==> config.mk <==
export PLATFORM = sky130hd
export DESIGN_NAME = axil_rd_master
export DESIGN_NICKNAME = d
export VERILOG_FILES = /design/src/rtl/axil_rd_master.sv
export SDC_FILE = /design/constraint.sdc
export NUM_CORES = 1
export LEC_CHECK = 0
export CORE_MARGIN = 5
export CORE_UTILIZATION = 40
export CTS_CLUSTER_SIZE = 40
export DETAILED_ROUTE_END_ITERATION = 10
export PLACE_DENSITY = 0.72
export SLEW_MARGIN = 20
export SYNTH_ARGS = -nofsm -noshare
export SYNTH_HDL_FRONTEND = slang
export SYNTH_SLANG_ARGS = --single-unit
export TNS_END_PERCENT = 50
==> constraint.sdc <==
create_clock -name clk -period 2.9 [get_ports clk]
set_input_delay 0.435 -clock clk [delete_from_list [all_inputs] [get_ports clk]]
set_output_delay 0.435 -clock clk [all_outputs]
set_load 0.05 [all_outputs]
==> src/rtl/axil_rd_master.sv <==
`default_nettype none
// ============================================================================
// Module   : axil_rd_master
// Purpose  : Single-outstanding AXI4-lite read initiator. Takes word read
//            requests on a valid/ready port, issues AR, collects R and
//            returns data plus a 2-bit response code. A per-transaction
//            response timeout aborts the wait, and any late R beat is drained
//            so the AXI handshake always completes.
// Revision : 1.0 - initial release
// ============================================================================
module axil_rd_master #(
    parameter int DATA_WIDTH = 32,
    parameter int ADDR_WIDTH = 32,
    parameter int STRB_WIDTH = DATA_WIDTH / 8,
    parameter int TIMEOUT    = 256
) (
    input  logic                  clk,
    input  logic                  rst,
    // request / response port
    input  logic                  req_valid,
    output logic                  req_ready,
    input  logic [ADDR_WIDTH-1:0] req_addr,
    output logic                  rsp_valid,
    input  logic                  rsp_ready,
    output logic [DATA_WIDTH-1:0] rsp_data,
    output logic [1:0]            rsp_err,
    output logic                  busy,
    // AXI4-lite read channels
    output logic [ADDR_WIDTH-1:0] axi_araddr,
    output logic                  axi_arvalid,
    input  logic                  axi_arready,
    input  logic [DATA_WIDTH-1:0] axi_rdata,
    input  logic [1:0]            axi_rresp,
    input  logic                  axi_rvalid,
    output logic                  axi_rready
);

    localparam int c_lsb_w = $clog2(STRB_WIDTH);
    // Wide enough to hold TIMEOUT; kept at least one bit when disabled
    localparam int c_cnt_w = (TIMEOUT > 0) ? $clog2(TIMEOUT + 1) : 1;
    localparam logic [c_cnt_w-1:0] c_cnt_max = '1;
    localparam logic [c_cnt_w-1:0] c_to_last = c_cnt_w'(TIMEOUT - 1);

    localparam logic [1:0] c_err_slv = 2'b10;
    localparam logic [1:0] c_err_dec = 2'b11;

    typedef enum logic [1:0] {
        S_IDLE = 2'd0,
        S_AR   = 2'd1,
        S_DATA = 2'd2,
        S_RESP = 2'd3
    } state_t;

    state_t                r_state;
    logic                  r_drain;
    logic                  r_arvalid;
    logic                  r_rready;
    logic [ADDR_WIDTH-1:0] r_araddr;
    logic                  r_rsp_valid;
    logic [DATA_WIDTH-1:0] r_rsp_data;
    logic [1:0]            r_rsp_err;
    logic [c_cnt_w-1:0]    r_cnt;

    logic                  w_req_ready;
    logic                  w_misaligned;
    logic                  w_timeout_hit;

    // A request may only be taken when idle and no abandoned R beat is owed
    assign w_req_ready = (r_state == S_IDLE) && !r_drain;

    generate
        if (c_lsb_w > 0) begin : g_align_chk
            assign w_misaligned = |req_addr[c_lsb_w-1:0];
        end else begin : g_align_none
            assign w_misaligned = 1'b0;
        end
    endgenerate

    // Timeout fires in the last allowed DATA cycle only if no beat arrives;
    // a beat in that same cycle takes priority.
    generate
        if (TIMEOUT > 0) begin : g_timeout
            assign w_timeout_hit = (r_state == S_DATA) && !axi_rvalid &&
                                   (r_cnt == c_to_last);
        end else begin : g_timeout_off
            assign w_timeout_hit = 1'b0;
        end
    endgenerate

    // Transaction FSM with registered AXI and response outputs
    always_ff @(posedge clk or posedge rst) begin
        if (rst) begin
            r_state     <= S_IDLE;
            r_drain     <= 1'b0;
            r_arvalid   <= 1'b0;
            r_rready    <= 1'b0;
            r_araddr    <= '0;
            r_rsp_valid <= 1'b0;
            r_rsp_data  <= '0;
            r_rsp_err   <= '0;
            r_cnt       <= '0;
        end else begin
            // The first beat after an abort belongs to the abandoned read
            if (r_drain && axi_rvalid) begin
                r_drain  <= 1'b0;
                r_rready <= 1'b0;
            end

            case (r_state)
                S_IDLE: begin
                    if (req_valid && w_req_ready) begin
                        r_araddr <= req_addr;
                        if (w_misaligned) begin
                            r_rsp_valid <= 1'b1;
                            r_rsp_data  <= '0;
                            r_rsp_err   <= c_err_slv;
                            r_state     <= S_RESP;
                        end else begin
                            r_arvalid <= 1'b1;
                            r_state   <= S_AR;
                        end
                    end
                end

                S_AR: begin
                    // arvalid is held until accepted; no timeout here
                    if (axi_arready) begin
                        r_arvalid <= 1'b0;
                        r_rready  <= 1'b1;
                        r_cnt     <= '0;
                        r_state   <= S_DATA;
                    end
                end

                S_DATA: begin
                    if (axi_rvalid) begin
                        r_rready    <= 1'b0;
                        r_rsp_valid <= 1'b1;
                        r_rsp_err   <= axi_rresp;
                        r_rsp_data  <= (axi_rresp == 2'b00) ? axi_rdata : '0;
                        r_state     <= S_RESP;
                    end else if (w_timeout_hit) begin
                        // rready stays high so the late beat is absorbed
                        r_drain     <= 1'b1;
                        r_rsp_valid <= 1'b1;
                        r_rsp_err   <= c_err_dec;
                        r_rsp_data  <= '0;
                        r_state     <= S_RESP;
                    end else if (r_cnt != c_cnt_max) begin
                        r_cnt <= r_cnt + 1'b1;
                    end
                end

                S_RESP: begin
                    if (rsp_ready) begin
                        r_rsp_valid <= 1'b0;
                        r_state     <= S_IDLE;
                    end
                end

                default: r_state <= S_IDLE;
            endcase
        end
    end

    assign req_ready   = w_req_ready;
    assign busy        = (r_state != S_IDLE) || r_drain;
    assign rsp_valid   = r_rsp_valid;
    assign rsp_data    = r_rsp_data;
    assign rsp_err     = r_rsp_err;
    assign axi_araddr  = r_araddr;
    assign axi_arvalid = r_arvalid;
    assign axi_rready  = r_rready;

endmodule
`default_nettype wire
==> flow_metrics.py <==
metrics = {
    "outcome": {
        "status": "finished, final reports clean",
    },
    "cells_and_area": {
        "seqCellArea_um2": 2027,
        "nNetsFinal": 556,
        "syn2layout_area_growth_pct": 50.79,
        "multiInputGateArea_um2": 1450,
        "antennaDiodeCount": 0,
        "drive_above_1_share_pct": 12.50,
        "n_fill_cell": 744,
    },
    "clock_network": {
        "cts_buffers": 9,
        "cts.clk_slew.worst_paths_ns": 0.08,
        "hold_buffers": 0,
        "clock_tree.buffer_depth": 2,
        "root_buffer": "clkbuf_8",
        "cts_resized": 0,
        "worstSkewPairLatency_ns": 0.35,
        "clock_sinks": 81,
        "htreeDepth": 3,
        "post_cts_buffers": 0,
        "cts_tree": "done",
    },
    "die": {
        "num_io_pins": 143,
        "die_area_um2": 10890,
        "die_w_um": 104.3,
        "rows": 34,
        "coreArea_um2": 8678,
        "die_y_um": 104.3,
        "start_util_pct": 41.02,
    },
    "placed_design": {
        "portBuffers": 142,
        "place_ws_ns": 0.4564,
        "place.gp.congestion": 0.8065,
        "hpwl_um": 6976,
    },
    "detailed_routing": {
        "drt_pass1_iterations": 4,
        "drtIter0Drc": 100,
        "wl_per_cell_um": 15.50,
        "vias_per_cell": 5.005,
        "drt_wl_total_um": 9113,
        "drc": 0,
        "vias": 2943,
        "ant_nets": 0,
    },
    "timing": {
        "final.setup_skew_ns": 0.009355,
        "fin_crit_sh_pct": 93.97,
        "min_period_ns": 2.725,
        "finalSetupViolations": 0,
        "tns_ns": 0,
        "fmax_mhz": 366.9,
        "relSlewSlack_pct": 61.64,
        "rsz0062_at_grt": "no",
        "drv_slew": 0,
        "hold_violations": 0,
        "setup_slack_ns": 0.1748,
        "worstMarginPinSlew_ns": 0.5748,
    },
    "power": {
        "pwr-share-clk_pct": 15.2,
        "pwr_density_cell_nw_per_um2": 1080,
        "switching_power_w": 0.002629,
        "p_int_w": 0.003168,
        "p_comb_share_pct": 55.6,
        "sw_frac_of_total_pct": 45.35,
        "seq_power_share_pct": 29.2,
        "peakVddDrop_v": 0.0004166,
        "p_leak_nw": 2.270,
    },
    "synthesis": {
        "syn_avg_cell_area_um2": 10.69,
        "synth_edf_count": 0,
        "ys_ff_latch": 81,
        "synth_ff_type": "dfrtp_1",
        "synthesis.area_um2": 3560,
        "yosys_warnings": 0,
        "synth_top_area_share_pct": 56.94,
        "synthCells": 333,
        "yosysMostFrequentCell": "dfrtp_1",
        "yosysTopAreaCell": "dfrtp_1",
        "ys_seq_area_share_pct": 56.94,
        "synth_common_cells": "dfrtp_1 (81), nand2_1 (78), mux2_2 (34)",
        "synth_cell_type_count": 36,
        "syn_nets": 413,
        "async_reset_ff_share_pct": 100.0,
        "synthTopCellsByArea": "dfrtp_1 (57%), mux2_2 (11%), nand2_1 (8.2%)",
    },
    "setup_path": {
        "crit_type": "reg -> out",
        "arrival_ns": 2.29,
        "start_kind": "flip-flop",
        "required_ns": 2.47,
        "worst_setup_path_end_kind": "output port",
        "crit_fanout": 9,
    },
    "global_routing": {
        "grt_first_pass_wirelength_um": 15210,
        "grt_max_degree": 50,
        "grt_util_all_layers_pct": 17.04,
        "antenna_found_initial": 0,
        "grt_pass1_vias": 3025,
        "overflow": 0,
    },
    "flow_run": {
        "drv_cap": 0,
    },
    "worst_hold_path": {
        "hold_class": "in -> async",
    },
}
## power groups by stage
stage,clock network (W),logic (W),registers [W]
global route,0.000953,0.00341,0.00174
CTS,0.000899,0.00326,0.00170
finish,0.000879,0.00323,0.00169
global placement,0,0.00320,0.00170
detailed placement,0,0.00325,0.00172
floorplan,0,0.00102,0.00282
## path summary, 6_finish.rpt
kind                                               start                    endpoint  slack (ns)  cells past startpoint
worst max-delay path              r_state[0]$_DFFE_PP0P_                        busy        0.17                      5
worst min-delay path                                 rst  axi_araddr[20]$_DFFE_PP0P_        0.45                      2
worst max register to register      r_cnt[0]$_DFFE_PP0P_        r_cnt[4]$_DFFE_PP0P_        0.45                      8
worst min register to register  rsp_data[26]$_DFFE_PP0P_    rsp_data[26]$_DFFE_PP0P_        0.48                      2
max in group asynchronous                            rst     rsp_data[7]$_DFFE_PP0P_        1.80                      3
min in group clk                rsp_data[26]$_DFFE_PP0P_    rsp_data[26]$_DFFE_PP0P_        0.48                      2
## layer usage
layer / GRT usage, % / vias up / routed length (µm)
met3: 4.904 / 8 / 625
met2: 28.51 / 102 / 4452
met4: 5.920 / 0 / 107
met1: 20.95 / 1408 / 3928
met5: 0 / - / 0
li1: - / 1425 / -
## stage by stage
stage	total power, W	utilization, %	std cells	cell area [µm²]	hold WS [ns]
2_1_floorplan	0.003841	-	333	3560	0.4784
3_3_place_gp	0.004898	59.41	573	5156	0.4656
4_1_cts	0.005851	61.82	588	5365	0.4576
3_5_place_dp	0.004971	59.41	573	5156	0.4752
5_1_grt	0.006100	61.85	588	5368	0.5055
6_report	0.005797	61.85	588	5368	0.4479
## kinds of logic after synthesis
logic type,Yosys count,synth area share [%]
AOI/OAI and AO/OA,60,9.912
adders and majority gates,8,2.812
buffers and inverters,22,2.531
DFF,81,56.94
muxes,37,11.60
and+or+nand+nor,125,16.20
## sequential cells by signal (all words and copies together) (netlist names)
signal and flops:
axi_araddr 32, rsp_data 32, r_cnt 9, r_state 2, rsp_err 2, axi_arvalid 1
axi_rready 1, r_drain 1, rsp_valid 1
## area by class of cell
cell class	instances	share of cell area, %
clock inverters	5	1.515
repair buffers	149	28.44
well taps	108	2.517
clock buffers	10	2.378
inverters	5	0.3730
multi-input cells	230	27.02
flip-flops and latches	81	37.76
## cell usage in the layout, fill, tap and decap left out, types with 6 or more instances in the layout
master / Yosys / layout
clkdlybuf4s50_1: 0 / 141
dfrtp_1: 81 / 81
nand2_1: 78 / 78
mux2_2: 34 / 34
o21ai_1: 32 / 32
nor2_1: 10 / 10
o21ai_0: 9 / 9
clkbuf_8: 0 / 9
ha_1: 8 / 8
nand3_1: 7 / 7
nor2b_1: 6 / 6
a22o_1: 6 / 6
a21oi_1: 6 / 6
## critical path: stages (launching register included)
cell and delay (ns):
dfrtp_1 0.41, inv_1 0.13, ha_1 0.36, nor2b_1 0.28
inv_1 0.07, clkdlybuf4s50_1 0.70
Note: power is estimated with default switching activity, not from simulation.
